**src/rtl/trigger_pkg.sv**
```systemverilog
// Shared definitions for the trigger delay / interval blocks of the capture chain.
//   trig_state_t           : measurement state (IDLE, COUNT)
//   DEFAULT_CNT_W          : default interval counter width
//   DEFAULT_TIMEOUT_CYCLES : default abort interval (fits DEFAULT_CNT_W)
package trigger_pkg;

    typedef enum logic {
        IDLE  = 1'b0,
        COUNT = 1'b1
    } trig_state_t;

    localparam int unsigned DEFAULT_CNT_W          = 16;
    localparam int unsigned DEFAULT_TIMEOUT_CYCLES = 65535;

endpackage : trigger_pkg

```
**src/rtl/trigger_interval_timer_rise_detect.sv**
```systemverilog
// Rising-edge detector for one strobe input, with an optional 2-flop
// synchronizer in front (enabled by macro TRIGGER_INTERVAL_SYNC_EN).
// Ports:
//   clk    : system clock
//   reset  : synchronous, active-high
//   din    : raw strobe input
//   rise_c : combinational one-cycle flag, high when the (synchronized) level
//            is 1 and was 0 on the previous cycle
module trigger_interval_timer_rise_detect (
    input  logic clk,
    input  logic reset,
    input  logic din,
    output logic rise_c
);

    logic level;
    logic prev_q;

`ifdef TRIGGER_INTERVAL_SYNC_EN
    logic [1:0] sync_q;

    // Two-flop synchronizer; cleared on reset.
    always_ff @(posedge clk) begin
        if (reset) begin
            sync_q <= '0;
        end else begin
            sync_q <= {sync_q[0], din};
        end
    end

    assign level = sync_q[1];
`else
    assign level = din;
`endif

    // History flop: reset loads the present level so a level already high
    // when reset releases is not mistaken for an edge.
    always_ff @(posedge clk) begin
        if (reset) begin
            prev_q <= level;
        end else begin
            prev_q <= level;
        end
    end

    assign rise_c = level & ~prev_q;

endmodule : trigger_interval_timer_rise_detect

```
**src/rtl/trigger_interval_timer.sv**
```systemverilog
// Measures the cycle count between a trigger rising edge and the following
// event rising edge, reporting a latency-compensated result or a timeout.
// Optional macro: TRIGGER_INTERVAL_SYNC_EN adds 2-flop synchronizers on both
// inputs (interval unchanged, pulses appear 2 cycles later).
// Ports:
//   clk          : system clock
//   reset        : synchronous, active-high
//   trigger_in   : start strobe (rising edge starts a measurement)
//   event_in     : stop strobe (rising edge ends a measurement)
//   busy         : high while a measurement is in progress
//   result       : last compensated interval, held until the next valid one
//   result_valid : one-cycle pulse when result updates
//   timeout      : one-cycle pulse when a measurement aborts
module trigger_interval_timer
    import trigger_pkg::*;
#(
    parameter int unsigned CNT_W          = DEFAULT_CNT_W,
    parameter int unsigned TIMEOUT_CYCLES = DEFAULT_TIMEOUT_CYCLES,
    parameter int unsigned LATENCY_COMP   = 0
) (
    input  logic             clk,
    input  logic             reset,
    input  logic             trigger_in,
    input  logic             event_in,
    output logic             busy,
    output logic [CNT_W-1:0] result,
    output logic             result_valid,
    output logic             timeout
);

    localparam logic [CNT_W-1:0] TIMEOUT_VAL = CNT_W'(TIMEOUT_CYCLES);
    localparam logic [CNT_W-1:0] COMP_VAL    = CNT_W'(LATENCY_COMP);
    localparam logic [CNT_W-1:0] ONE         = CNT_W'(1);

    logic trig_rise_c;
    logic evt_rise_c;

    trig_state_t      state_q,  state_d;
    logic [CNT_W-1:0] count_q,  count_d;
    logic [CNT_W-1:0] result_q, result_d;
    logic             busy_q,   busy_d;
    logic             valid_q,  valid_d;
    logic             tmo_q,    tmo_d;

    trigger_interval_timer_rise_detect u_trig_rise (
        .clk    (clk),
        .reset  (reset),
        .din    (trigger_in),
        .rise_c (trig_rise_c)
    );

    trigger_interval_timer_rise_detect u_evt_rise (
        .clk    (clk),
        .reset  (reset),
        .din    (event_in),
        .rise_c (evt_rise_c)
    );

    // State and output registers; reset aborts any measurement silently.
    always_ff @(posedge clk) begin
        if (reset) begin
            state_q  <= IDLE;
            count_q  <= '0;
            result_q <= '0;
            busy_q   <= 1'b0;
            valid_q  <= 1'b0;
            tmo_q    <= 1'b0;
        end else begin
            state_q  <= state_d;
            count_q  <= count_d;
            result_q <= result_d;
            busy_q   <= busy_d;
            valid_q  <= valid_d;
            tmo_q    <= tmo_d;
        end
    end

    // Next-state logic. An event on the timeout cycle still counts as a
    // valid measurement; the counter stops at TIMEOUT_VAL so it never wraps.
    always_comb begin
        state_d  = state_q;
        count_d  = count_q;
        result_d = result_q;
        busy_d   = busy_q;
        valid_d  = 1'b0;
        tmo_d    = 1'b0;

        case (state_q)
            IDLE: begin
                if (trig_rise_c) begin
                    state_d = COUNT;
                    count_d = ONE;
                    busy_d  = 1'b1;
                end
            end
            COUNT: begin
                if (evt_rise_c) begin
                    result_d = (count_q > COMP_VAL) ? (count_q - COMP_VAL) : '0;
                    valid_d  = 1'b1;
                    busy_d   = 1'b0;
                    state_d  = IDLE;
                end else if (count_q == TIMEOUT_VAL) begin
                    tmo_d   = 1'b1;
                    busy_d  = 1'b0;
                    state_d = IDLE;
                end else begin
                    count_d = count_q + ONE;
                end
            end
            default: begin
                state_d = IDLE;
                busy_d  = 1'b0;
            end
        endcase
    end

    assign busy         = busy_q;
    assign result       = result_q;
    assign result_valid = valid_q;
    assign timeout      = tmo_q;

endmodule : trigger_interval_timer

```
**config.mk**
```make
export PLATFORM = sky130hd
export DESIGN_NAME = trigger_interval_timer
export DESIGN_NICKNAME = d
export VERILOG_FILES = /design/src/rtl/trigger_pkg.sv /design/src/rtl/trigger_interval_timer_rise_detect.sv /design/src/rtl/trigger_interval_timer.sv
export SDC_FILE = /design/constraint.sdc
export NUM_CORES = 1
export LEC_CHECK = 0
export ABC_AREA = 1
export BUFFER_PORTS_ARGS = -buffer_cell sky130_fd_sc_hd__clkbuf_2
export CAP_MARGIN = 20
export CORE_MARGIN = 4
export CORE_UTILIZATION = 51
export CTS_CLUSTER_DIAMETER = 120
export DETAILED_ROUTE_END_ITERATION = 8
export GPL_TIMING_DRIVEN = 0
export PLACE_DENSITY = 0.83
export RECOVER_POWER = 50
export SLEW_MARGIN = 20
export SYNTH_ARGS = -nofsm -noshare
export SYNTH_HDL_FRONTEND = slang
export SYNTH_SLANG_ARGS = --single-unit
```
**constraint.sdc**
```tcl
create_clock -name clk -period 1.5 [get_ports clk]
set_input_delay 0.375 -clock clk [delete_from_list [all_inputs] [get_ports clk]]
set_output_delay 0.375 -clock clk [all_outputs]
set_load 0.005 [all_outputs]
```
## Word level (Yosys, flattened, before mapping)

Cells that the tools add are included.

- Bits in registers: 38
- Bits in latches: 0
- Memory bits (writable): 0
- ROM bits: 0
- Logic and storage cells: 40
- Memories kept: 0

- Add/subtract/negate cells: 1
- Multipliers: 0
- Div/mod/pow operators: 0
- Magnitude comparators: 1
- Equal/unequal tests: 5
- Shifts and indexed selects: 0
- Mux-type cells: 15
- Bitwise operators: 5
- Reductions and logical operators: 5

Operator list:

| operator | count |
|---|---|
| $mux W16 | 4 |
| $pmux W16 S2 | 1 |
| $add A16 B1 Y16 const B | 1 |
| $eq A16 B16 Y1 const B | 1 |
| $gt A16 B1 Y1 const B | 1 |
| $mux W1 | 8 |
| $ne A2 B2 Y1 const B | 3 |
| $pmux W1 S2 | 2 |
| $reduce_and A2 Y1 | 2 |
| $ne A3 B2 Y1 const B | 1 |
| $not A1 Y1 | 3 |
| $reduce_and A3 Y1 | 1 |
| $reduce_or A3 Y1 | 1 |
| $and A1 B1 Y1 | 2 |
| $reduce_or A2 Y1 | 1 |

## Logic depth before layout (Yosys ltp)

- Depth after elaboration: 4
- Gate-level depth with buffers: 11
- Depth with buffers taken out: 10

## By module

A second synthesis with hierarchy kept.

- Cell total of the unflattened synthesis: 271
- Area, all modules: 1838.0 um2

Modules (own cells, without submodules):

| module | instances | cells each | area each (um2) | seq. area each (um2) |
|---|---|---|---|---|
| trigger_interval_timer | 1 | 265 | 1778.0 | 720.7 |
| trigger_interval_timer_rise_detect | 2 | 3 | 30.0 | 20.0 |

## Worst setup path before layout

OpenSTA, ideal clock, no wires.

- Path kind: flip-flop to flip-flop
- Start point: register count_q[0]
- End point: register count_q[12]
- Arrival: 1.402 ns
- Required time: 1.391 ns
- Slack: -0.011 ns
- Cell stages (with the launch flop): 12
- Buffers on the path: 1
- Clock period less this slack: 1.511 ns
- Path through: dfxtp_1 > ha_1 > nand2_1 > nor2_2 > nand2_2 > o21ai_4 > nand2_2 > buf_6 > nand2_2 > nand2_1 > nand2_1 > inv_1

- Longest elaborated chain between the ends: 4

Ends and longest elaborated chain:

| what | line | source |
|---|---|---|
| from (decl) | trigger_interval_timer.sv:39 | `logic [CNT_W-1:0] count_q, count_d;` |
| from (signal assigned) | trigger_interval_timer.sv:70 | `count_q <= count_d;` |
| $add A16 B1 Y16 | trigger_interval_timer.sv:107 | `count_d = count_q + ONE;` |
| $mux W16 | trigger_interval_timer.sv:102 | `end else if (count_q == TIMEOUT_VAL) begin` |
| $mux W16 | trigger_interval_timer.sv:97 | `if (evt_rise_c) begin` |
| $pmux W16 S2 | trigger_interval_timer.sv:88 | `case (state_q)` |

Several ways; a longest one is shown, not always the timed one. The select of a mux whose other input is x is not followed.
A chain may end at the register's enable or synchronous reset.

## Worst setup path in the final report

- Start point: register count_q[0]
- End point: register count_q[9]

The elaborated chain is that of the path after synthesis.

==> reports/summary.txt <==
largest net degree at the start of global routing: 12
TritonCTS Sinks: 38
n_diodes: 0
violated checks: negative setup slack
worst-skew pair later-pin latency: 350 ps
First-pass DRT Iterations: 4
DP Area: 0.001974 mm²
via count: 1947
Distinct cells, synth: 25
vias in the first global route: 1701
Core Region: 0.003390 mm²
Hold Path Stages: 1
clk root buf: clkbuf_4
Synth-to-Final Area Change: 26.93%
Min Clock Period, post-route: 1524 ps
DR iter-0 viols: 202
wire length per cell: 14.14 µm
Layout Nets: 316
vias per inst: 5.469
CTS tree: built
Leak: 0.9203 nW
Critical Path AT: 1770 ps
final instance area: 0.002300 mm²
synthesized area: 0.001812 mm²
full die area: 0.004570 mm²
Warnings, synthesis: 0
initial antenna violation count: 0
maximum clock path buffer count: 2
Avg Inst Size Synth: 6.710 µm²
Final Hold Viols: 0
WHS Endpoint: u_evt_rise.prev_q
P per Cell Area: 835.3 mW/mm²
CP required: 1750 ps
CTS Buf Count: 5
Die Y-Extent: 67.60 µm
Chip Width: 67.60 µm
outcome: complete, but fails checks
Min-Delay Path Class: in -> reg
most common cell after layout, fill and taps aside: nand2_1
total track usage: 0.2329
Final Skew: 6.075 ps
syn nets: 276
hold path startpoint: event_in
WS Path Type: reg -> reg
Clock transition at path regs: 110 ps
Slew headroom: 0.6443
gp weighted congestion: 0.9092
flops & latches, synth: 38
first-pass GRT wire length: 7.859 mm
htree depth: 2
reg2reg start: count_q[0]
drt drc: 0
CP max FO: 4
Final Cycle Share: 1.016
dpl hpwl: 3.270 mm
Reg2Reg Depth: 9
layout cell share with drive strength beyond 1: 0.2710
Worst VDD drop: 0.0004431 V
Cells after Synth: 270
max_cap viols: 0
RR Endpoint: count_q[9]
Startpoint Class: flip-flop
IO Port Bufs: 21
# setup viols final: 9
drt total wl: 5.035 mm
reg-to-reg slack, setup: -20 ps
Worst-Margin Slew: 533.6 ps
commonest cells after routing, fill and taps aside: nand2_1 (78), nor2_1 (24), nand3_1 (23)
I/O pin count: 23
RSZ-0062 raised after global routing: true
final setup margin: -23.57 ps
post-layout util: 0.6785
GR Overflow Total: 0
fmax: 0.6564 GHz
smallest hold slack: 135.3 ps
starting density of the core: 0.5345
Core Rows: 21
Pins Over Slew Limit: 0
Seq/Total Area, Yosys: 0.4199
final antenna-violating net count: 0
CP Capture Type: flip-flop
## power breakdown
group | switching (W) | total [W] | internal, W
registers | 0.00000766 | 0.00102 | 0.00101
logic | 0.000113 | 0.000175 | 0.0000620
clock network | 0.000341 | 0.000729 | 0.000388
## through the flow
stage | instances | power (W) | worst slack (ps) | TNS [ps]
3_5_place_dp | 337 | 0.001174 | -202.9 | -4282
4_1_cts | 347 | 0.001892 | -49.00 | -279.4
5_1_grt | 356 | 0.002005 | -116.3 | -1428
3_3_place_gp | 337 | 0.001170 | -220.9 | -3929
6_report | 356 | 0.001921 | -23.57 | -149.1
2_1_floorplan | 270 | 0.001134 | 15.20 | 0
## metal layers
layer | share of wire | vias up | global-route usage
li1 | - | 950 | -
met1 | 0.42 | 902 | 0.2840
met2 | 0.47 | 70 | 0.3815
met3 | 0.062 | 25 | 0.04659
met4 | 0.049 | 0 | 0.1266
met5 | 0 | - | 0
## synthesized netlist by cell type
| library cell | number | area [µm²] |
|---|---|---|
| nor2_2 | 2 | 12.51 |
| nand3_1 | 23 | 115.1 |
| o211ai_1 | 1 | 7.510 |
| inv_1 | 23 | 86.33 |
| o21bai_1 | 1 | 7.510 |
| nor2_1 | 29 | 108.9 |
| nor4_1 | 1 | 6.260 |
| clkbuf_1 | 5 | 18.77 |
| o21ai_0 | 10 | 50.05 |
| nor3b_1 | 1 | 7.510 |
| a21oi_2 | 1 | 8.760 |
| nand2_1 | 87 | 326.6 |
| ha_1 | 2 | 25.02 |
| buf_6 | 2 | 22.52 |
| xor2_1 | 1 | 8.760 |
| o21ai_1 | 1 | 5.000 |
| clkinv_1 | 2 | 7.510 |
| nand4_1 | 5 | 31.28 |
| buf_2 | 3 | 15.01 |
| nand3_2 | 1 | 10.01 |
| a21oi_1 | 24 | 120.1 |
| nor3_1 | 3 | 15.01 |
| dfxtp_1 | 38 | 760.7 |
| nand2_2 | 3 | 18.77 |
| o21ai_4 | 1 | 16.27 |
## logic make-up after synthesis
family / Yosys count / share of synthesized area
AO/OA/AOI/OAI: 39 / 0.1188
XOR/XNOR: 1 / 0.004835
adder cells (fa/ha/maj): 2 / 0.01381
buffers and inverters: 35 / 0.08287
flip-flops: 38 / 0.4199
AND/OR/NAND/NOR: 155 / 0.3598
## cell type report
| cell class | instances | area [µm²] |
|---|---|---|
| Fill cell | 304 | 1090 |
| Multi-Input combinational cell | 197 | 993.5 |
| Sequential cell | 38 | 798.3 |
| Timing Repair Buffer | 33 | 205.2 |
| Inverter | 25 | 97.59 |
| Buffer | 10 | 66.31 |
| Tap cell | 46 | 57.56 |
| Clock buffer | 6 | 51.30 |
| Clock inverter | 1 | 30.03 |
## worst max-delay path, stage by stage, from the launching register on
cell and delay (ps):
dfxtp_4 380, ha_4 150, nand2_4 70, nor2_4 120
nand2_4 80, o21ai_4 210, buf_4 170, inv_1 70
o211ai_1 100, nand2_1 70
## flip-flops by register name, indices dropped and copies added, names as in the netlist
| name | count |
|---|---|
| count_q | 16 |
| result | 16 |
| busy | 1 |
| result_valid | 1 |
| state_q | 1 |
| timeout | 1 |
| u_evt_rise.prev_q | 1 |
| u_trig_rise.prev_q | 1 |
## worst max path at each step
stage | start | end | slack [ps] | depth (start not counted)
after global placement | reset | count_q[9] | -220 | 6
final | count_q[0] | count_q[9] | -20 | 9
after detailed placement | reset | count_q[9] | -200 | 6
after CTS | count_q[0] | count_q[12] | -50 | 11
after floorplan | count_q[0] | count_q[12] | 20 | 11
after global routing | count_q[10] | count_q[12] | -120 | 10
## timing repair
action,CTS,global route
gates cloned,0,1
pin swaps,2,4
setup buffers,3,8
hold buffers,0,0
setup endpoints to repair,21,26
gates resized for setup,18,43
Note: power is estimated with default switching activity, not from simulation.
